### src/rtl/bus_window_multi.sv
// bus_window_multi
// Multi-window register bus splitter. One upstream request bus fans out to
// NWIN sub-buses. Each sub-bus sees only accesses inside its own
// power-of-two window. Address bits above the window size are forced to the
// window base, so sub-bus decoders can ignore them.
// Request and response paths each carry 0..4 free-running register stages.
//
// Optional feature, enabled by defining BUS_WINDOW_MISS_ACK_EN:
//   Unmapped requests are acknowledged after REQ_DEPTH+RSP_DEPTH+1 cycles.
//   Reads of unmapped addresses return MISS_DATA.
//   A sticky, saturating 16-bit miss counter (miss_cnt_q) is kept for debug.
//
// Bus field layout, LSB first:
//   bus_in  : CLK, RESET_L, STARTUP, REQ, RD_WR_L, WR_DATA[DW], ADDR[AW]
//   bus_out : ACK, RD_DATA[DW]
module bus_window_multi #(
    parameter int BUS_ADDR_WIDTH = 16,
    parameter int BUS_DATA_WIDTH = 32,
    parameter int NWIN = 2,
    parameter logic [NWIN*BUS_ADDR_WIDTH-1:0] BASES = '0,
    parameter logic [NWIN*8-1:0] SIZES = {NWIN{8'd8}},
    parameter int REQ_DEPTH = 1,
    parameter int RSP_DEPTH = 1,
    parameter logic [BUS_DATA_WIDTH-1:0] MISS_DATA = 32'hDEAD_0BAD,
    localparam int BUS_IN_WIDTH = 5 + BUS_DATA_WIDTH + BUS_ADDR_WIDTH,
    localparam int BUS_OUT_WIDTH = 1 + BUS_DATA_WIDTH
) (
    input  logic                          bus_clk,
    input  logic                          bus_reset,
    input  logic [BUS_IN_WIDTH-1:0]       bus_in,
    output logic [BUS_OUT_WIDTH-1:0]      bus_out,
    output logic [NWIN*BUS_IN_WIDTH-1:0]  sub_bus_in,
    input  logic [NWIN*BUS_OUT_WIDTH-1:0] sub_bus_out
);

    localparam int AW = BUS_ADDR_WIDTH;
    localparam int DW = BUS_DATA_WIDTH;

    localparam int F_CLK     = 0;
    localparam int F_RESET_L = 1;
    localparam int F_STARTUP = 2;
    localparam int F_REQ     = 3;
    localparam int F_RD_WR_L = 4;
    localparam int F_WR_DATA = 5;
    localparam int F_ADDR    = 5 + DW;

    localparam int F_ACK     = 0;
    localparam int F_RD_DATA = 1;

    // Stage arrays keep at least one entry so a depth of 0 still elaborates.
    // Those unused flops are bypassed and have no loads.
    localparam int RQ = (REQ_DEPTH > 0) ? REQ_DEPTH : 1;
    localparam int RP = (RSP_DEPTH > 0) ? RSP_DEPTH : 1;

    function automatic logic [AW-1:0] win_mask(input logic [7:0] sz);
        // A shift of AW or more yields zero, so oversized windows cover everything.
        return ~({AW{1'b1}} << sz);
    endfunction

    function automatic logic [AW-1:0] win_base(input int i);
        return BASES[i*AW +: AW];
    endfunction

    function automatic logic [7:0] win_size(input int i);
        return SIZES[i*8 +: 8];
    endfunction

    logic          up_req;
    logic          up_rd_wr_l;
    logic          up_startup;
    logic [DW-1:0] up_wr_data;
    logic [AW-1:0] up_addr;

    assign up_req     = bus_in[F_REQ];
    assign up_rd_wr_l = bus_in[F_RD_WR_L];
    assign up_startup = bus_in[F_STARTUP];
    assign up_wr_data = bus_in[F_WR_DATA +: DW];
    assign up_addr    = bus_in[F_ADDR +: AW];

    // ---------------- decode ----------------
    logic [NWIN-1:0] hit;
    logic [NWIN-1:0] sel;
    logic [NWIN-1:0] req_s0;
    logic [AW-1:0]   addr_s0 [NWIN];

    // Window match, lowest-index priority, and per-window address remap.
    always_comb begin
        hit = '0;
        sel = '0;
        req_s0 = '0;
        for (int i = 0; i < NWIN; i++) begin
            addr_s0[i] = '0;
        end
        for (int i = 0; i < NWIN; i++) begin
            hit[i] = ((up_addr ^ win_base(i)) & ~win_mask(win_size(i))) == '0;
            if (hit[i] && (sel == '0)) begin
                sel[i] = 1'b1;
            end
        end
        for (int i = 0; i < NWIN; i++) begin
            req_s0[i]  = up_req & sel[i];
            addr_s0[i] = (win_base(i) & ~win_mask(win_size(i))) |
                         (up_addr & win_mask(win_size(i)));
        end
    end

    // ---------------- request pipeline ----------------
    logic [NWIN-1:0] req_pipe_d     [RQ];
    logic [NWIN-1:0] req_pipe_q     [RQ];
    logic            rd_wr_l_pipe_d [RQ];
    logic            rd_wr_l_pipe_q [RQ];
    logic [DW-1:0]   wr_data_pipe_d [RQ];
    logic [DW-1:0]   wr_data_pipe_q [RQ];
    logic [AW-1:0]   addr_pipe_d    [RQ][NWIN];
    logic [AW-1:0]   addr_pipe_q    [RQ][NWIN];

    // Shift request stages forward every cycle; there is no stall.
    always_comb begin
        req_pipe_d[0]     = req_s0;
        rd_wr_l_pipe_d[0] = up_rd_wr_l;
        wr_data_pipe_d[0] = up_wr_data;
        addr_pipe_d[0]    = addr_s0;
        for (int s = 1; s < RQ; s++) begin
            req_pipe_d[s]     = req_pipe_q[s-1];
            rd_wr_l_pipe_d[s] = rd_wr_l_pipe_q[s-1];
            wr_data_pipe_d[s] = wr_data_pipe_q[s-1];
            addr_pipe_d[s]    = addr_pipe_q[s-1];
        end
    end

    // Request stage registers; reset drops any request in flight.
    always_ff @(posedge bus_clk or posedge bus_reset) begin
        if (bus_reset) begin
            for (int s = 0; s < RQ; s++) begin
                req_pipe_q[s]     <= '0;
                rd_wr_l_pipe_q[s] <= 1'b0;
                wr_data_pipe_q[s] <= '0;
                for (int i = 0; i < NWIN; i++) begin
                    addr_pipe_q[s][i] <= '0;
                end
            end
        end else begin
            req_pipe_q     <= req_pipe_d;
            rd_wr_l_pipe_q <= rd_wr_l_pipe_d;
            wr_data_pipe_q <= wr_data_pipe_d;
            addr_pipe_q    <= addr_pipe_d;
        end
    end

    logic [NWIN-1:0] req_o;
    logic            rd_wr_l_o;
    logic [DW-1:0]   wr_data_o;
    logic [AW-1:0]   addr_o [NWIN];

    // Select either the combinational decode or the last request stage.
    always_comb begin
        if (REQ_DEPTH == 0) begin
            req_o     = req_s0;
            rd_wr_l_o = up_rd_wr_l;
            wr_data_o = up_wr_data;
            addr_o    = addr_s0;
        end else begin
            req_o     = req_pipe_q[RQ-1];
            rd_wr_l_o = rd_wr_l_pipe_q[RQ-1];
            wr_data_o = wr_data_pipe_q[RQ-1];
            addr_o    = addr_pipe_q[RQ-1];
        end
    end

    // Assemble each sub-bus request; housekeeping fields bypass the pipeline.
    always_comb begin
        sub_bus_in = '0;
        for (int i = 0; i < NWIN; i++) begin
            sub_bus_in[i*BUS_IN_WIDTH + F_CLK]            = bus_clk;
            sub_bus_in[i*BUS_IN_WIDTH + F_RESET_L]        = ~bus_reset;
            sub_bus_in[i*BUS_IN_WIDTH + F_STARTUP]        = up_startup;
            sub_bus_in[i*BUS_IN_WIDTH + F_REQ]            = req_o[i];
            sub_bus_in[i*BUS_IN_WIDTH + F_RD_WR_L]        = rd_wr_l_o;
            sub_bus_in[i*BUS_IN_WIDTH + F_WR_DATA +: DW]  = wr_data_o;
            sub_bus_in[i*BUS_IN_WIDTH + F_ADDR +: AW]     = addr_o[i];
        end
    end

    // ---------------- response pipeline ----------------
    logic [BUS_OUT_WIDTH-1:0] rsp_or;
    logic [BUS_OUT_WIDTH-1:0] rsp_pipe_d [RP];
    logic [BUS_OUT_WIDTH-1:0] rsp_pipe_q [RP];
    logic [BUS_OUT_WIDTH-1:0] rsp_o;

    // Idle sub-buses drive zero, so a plain OR merges the responses.
    always_comb begin
        rsp_or = '0;
        for (int i = 0; i < NWIN; i++) begin
            rsp_or = rsp_or | sub_bus_out[i*BUS_OUT_WIDTH +: BUS_OUT_WIDTH];
        end
    end

    // Shift response stages forward every cycle.
    always_comb begin
        rsp_pipe_d[0] = rsp_or;
        for (int s = 1; s < RP; s++) begin
            rsp_pipe_d[s] = rsp_pipe_q[s-1];
        end
    end

    // Response stage registers.
    always_ff @(posedge bus_clk or posedge bus_reset) begin
        if (bus_reset) begin
            for (int s = 0; s < RP; s++) begin
                rsp_pipe_q[s] <= '0;
            end
        end else begin
            rsp_pipe_q <= rsp_pipe_d;
        end
    end

    // Select either the combinational OR or the last response stage.
    always_comb begin
        rsp_o = (RSP_DEPTH == 0) ? rsp_or : rsp_pipe_q[RP-1];
    end

    logic unused_bits;

`ifdef BUS_WINDOW_MISS_ACK_EN
    // ---------------- miss responder ----------------
    localparam int ML = REQ_DEPTH + RSP_DEPTH + 1;

    logic                     miss_in;
    logic                     miss_vld_d [ML];
    logic                     miss_vld_q [ML];
    logic                     miss_rd_d  [ML];
    logic                     miss_rd_q  [ML];
    logic [15:0]              miss_cnt_d;
    logic [15:0]              miss_cnt_q;
    logic [BUS_OUT_WIDTH-1:0] miss_word;

    assign miss_in = up_req & (sel == '0);
    assign unused_bits = ^{bus_in[F_CLK], bus_in[F_RESET_L]};

    // Miss delay line matches the mapped round trip; the counter saturates.
    always_comb begin
        miss_vld_d[0] = miss_in;
        miss_rd_d[0]  = up_rd_wr_l;
        for (int s = 1; s < ML; s++) begin
            miss_vld_d[s] = miss_vld_q[s-1];
            miss_rd_d[s]  = miss_rd_q[s-1];
        end
        miss_cnt_d = miss_cnt_q;
        if (miss_in && (miss_cnt_q != 16'hFFFF)) begin
            miss_cnt_d = miss_cnt_q + 16'd1;
        end
    end

    // Miss delay line and counter registers.
    always_ff @(posedge bus_clk or posedge bus_reset) begin
        if (bus_reset) begin
            for (int s = 0; s < ML; s++) begin
                miss_vld_q[s] <= 1'b0;
                miss_rd_q[s]  <= 1'b0;
            end
            miss_cnt_q <= '0;
        end else begin
            miss_vld_q <= miss_vld_d;
            miss_rd_q  <= miss_rd_d;
            miss_cnt_q <= miss_cnt_d;
        end
    end

    // One-cycle synthetic ack when a miss leaves the delay line.
    always_comb begin
        miss_word = '0;
        if (miss_vld_q[ML-1]) begin
            miss_word[F_ACK] = 1'b1;
            miss_word[F_RD_DATA +: DW] = miss_rd_q[ML-1] ? MISS_DATA : '0;
        end
    end

    // Merge the synthetic miss ack into the upstream response.
    always_comb begin
        bus_out = rsp_o | miss_word;
    end
`else
    assign unused_bits = ^{bus_in[F_CLK], bus_in[F_RESET_L], MISS_DATA};

    // Upstream response is just the merged sub-bus responses.
    always_comb begin
        bus_out = rsp_o;
    end
`endif

endmodule

### config.mk
export PLATFORM = sky130hd
export DESIGN_NAME = bus_window_multi
export DESIGN_NICKNAME = d
export VERILOG_FILES = /design/src/rtl/bus_window_multi.sv
export SDC_FILE = /design/constraint.sdc
export NUM_CORES = 1
export LEC_CHECK = 0
export BUFFER_PORTS_ARGS = -buffer_cell sky130_fd_sc_hd__buf_2
export CAP_MARGIN = 30
export CORE_MARGIN = 2
export CORE_UTILIZATION = 27
export DETAILED_ROUTE_END_ITERATION = 12
export PLACE_DENSITY = 0.66
export SLEW_MARGIN = 40
export SYNTH_ARGS = -nofsm -noshare
export SYNTH_HDL_FRONTEND = slang
export SYNTH_SLANG_ARGS = --single-unit
### constraint.sdc
create_clock -name bus_clk -period 3 [get_ports bus_clk]
set_input_delay 0.6 -clock bus_clk [delete_from_list [all_inputs] [get_ports bus_clk]]
set_output_delay 0.6 -clock bus_clk [all_outputs]
set_load 0.01 [all_outputs]
* Yosys cells after proc, flatten, opt, wreduce, memory -nomap -nowiden
Index checks and enable logic that the tools add are counted.
Storage, ports and cells: input port bits 121, word-level logic and storage cells 14, output and inout port bits 139, memories kept 0, bits in read-only memories 0, RAM bits 0, bits in latches 0, flip-flop bits (word level) 76
Operators by class: shift operators 0, $mul 0, $lt $le $gt $ge 0, reductions and logical operators 2, equal/unequal tests 0, bitwise logic cells 5, add/subtract/negate cells 0, muxes and demuxes 2, div/mod/pow operators 0
Operators by type and width (number):
- 33-bit OR | 1
- 16-bit logical NOT | 1
- 1-bit AND | 2
- 1-bit 2-to-1 mux | 2
- 1-bit NOT | 2
- 1-bit logical AND | 1

* Depth between registers and ports, before layout
depth after elaboration 6, mapped depth 2, mapped depth without buffers 2

==> flow_summary.json <==
{
  "final_slew_violations": 0,
  "floorplan.die_area_um2": 10400,
  "post_layout_nets": 504,
  "antenna_diode_count": 0,
  "globalRouteOverflowTotal": 0,
  "timing.slew.headroom_pct": 65.4,
  "critPathCaptureType": "output pin",
  "worst-path-max-fanout": 2,
  "synthesis.instances": 177,
  "syn2layout_area_growth_pct": 46.6,
  "worst_setup_path_start_kind": "clock port",
  "cts_tree": "yes",
  "yosys_register_bits": 75,
  "grt_pass1_vias": 1850,
  "global_route_wire_length_before_repair_mm": 9.15,
  "leakage_power_total_nw": 2.02,
  "min-delay-start": "bus_in[29]",
  "die_h_um": 102,
  "whs_ns": 0.256,
  "post_route_cells_drive_above_1_share_pct": 75.2,
  "all_layer_global_routing_usage_pct": 12.4,
  "placeableCoreArea_um2": 9280,
  "initial_core_util_pct": 27.9,
  "hp-class": "input port to register",
  "detail_route.drc_violations": 0,
  "quantity_of_gates_resized_following_cts": 0,
  "cts_clock_pin_slew_for_the_worst_setup_and_hold_paths_ns": 0.08,
  "drt_iter0_drc": 10,
  "min_delay_path_depth": 1,
  "post_cts.repair.setup_buffers": 0,
  "synth_sequential_area_ratio_pct": 72.4,
  "synth.yosys.warnings": 0,
  "die_w_um": 102,
  "critPathArrivalTime_ns": 1.87,
  "top_cells_by_area_synth": "dfrtp_1, buf_4, or2_2",
  "cell_area_after_technology_mapping_um2": 2590,
  "setup_viol": 0,
  "total_number_of_vias": 1950,
  "dp.final_hpwl_mm": 5.39,
  "grt_start_max_net_pins": 43,
  "worstHoldEndpoint": "wr_data_o[24]$_DFF_PP0_",
  "cpPeakStageDelay_ns": 0.13,
  "criticalPathCategory": "clock port to output pin",
  "slowest_stage": "buf_2",
  "vias_per_cell": 3.78,
  "hold_buffers": 0,
  "required_ns": 2.40,
  "irDropWorstVdd_mv": 0.229,
  "drt_pass1_iterations": 4,
  "critical_path.cell_chain": "clkbuf_8, clkbuf_8, buf_2",
  "rsz0062_at_grt": "no",
  "max_slew.worst_pin.slew_ns": 0.519,
  "fp-row-count": 35,
  "synth_cell_type_count": 8,
  "io_pins": 260,
  "hold_vio_cnt_final": 0,
  "layout.cells.most_common": "buf_2",
  "avgSynthCellArea_um2": 14.6,
  "post-synth-top-area-cell": "dfrtp_1",
  "power.total_mw": 2.34,
  "portBuffers": 237,
  "drv_cap": 0,
  "worst_path_most_repeated_cell": "clkbuf_8",
  "outcome": "complete, no violations",
  "tns_ns": 0,
  "p_per_area_nw_per_um2": 616,
  "route.detailed.wl_per_inst_um": 13.0,
  "detail-route-antenna-nets": 0,
  "synth.top_cell.area_share_pct": 72.4,
  "layout.cells.most_common_list": "buf_2, dfrtp_1, or2_2",
  "antenna_violations_before_repair": 0,
  "wl_mm": 6.71,
  "final_gp_congestion": 0.718
}
==> per-stage QoR <==
stage | utilization (%) | cell area, um^2 | worst slack [ns] | std cells
after floorplan | - | 2660 | 0.310 | 193
after global placement | 38.1 | 3540 | 0.785 | 497
after detailed placement | 38.1 | 3540 | 0.785 | 497
after CTS | 40.9 | 3800 | 0.519 | 516
after global routing | 40.9 | 3800 | 0.511 | 516
final | 40.9 | 3800 | 0.530 | 516
==> synth_stat cells <==
master,number
and4b_1,1
buf_4,64
conb_1,1
dfrtp_1,75
inv_1,1
nor3_1,1
nor4_1,1
or2_2,33
==> worst max-delay path, delay by kind of cell <==
family                 cells  cell delay [ns]
buffers and inverters      3             0.37
==> worst max path at each step <==
| stage | startpoint | to | cells past startpoint |
|---|---|---|---|
| after detailed placement | bus_clk | sub_bus_in[0] | 1 |
| after CTS | bus_clk | sub_bus_in[53] | 3 |
| after global placement | bus_clk | sub_bus_in[0] | 1 |
| after global routing | bus_clk | sub_bus_in[53] | 3 |
| final | bus_clk | sub_bus_in[53] | 3 |
| after floorplan | bus_reset | sub_bus_in[54] | 2 |
==> final cells by class <==
class,instances,area [um^2]
clock buffer,16,193
clock inverter,5,78.8
fill,937,5480
inverter,1,7.51
multi-input combinational,53,292
sequential,75,1880
tap,129,161
timing repair buffer,237,1190
==> cell families (layout without fill, tap and decap cells) <==
family / after synthesis / after routing / synth area share (%)
flip-flops: 75 / 75 / 72.4
AND/OR/NAND/NOR: 36 / 36 / 8.78
buffers and inverters: 65 / 259 / 18.7
other: 1 / 17 / 0.145
==> routing by layer <==
layer,global-route usage [%],up-vias,share of wire [%]
met5,0,-,0
met2,20.3,145,52
met3,5.88,17,10
met4,7.18,0,2.4
met1,13.1,917,36
li1,-,871,-
==> where the power goes <==
group / switching [mW] / total, mW / internal [mW]
sequential: 0.0190 / 1.08 / 1.06
clock: 0.414 / 1.01 / 0.595
combinational: 0.129 / 0.252 / 0.123
total: 0.562 / 2.34 / 1.78
==> registers in the layout (all words and copies together) (netlist names) <==
register	count
bus_out	33
rd_wr_l_o	1
req_o	1
sub_bus_in	8
wr_data_o	32
Power figures use the tool's default switching activity.
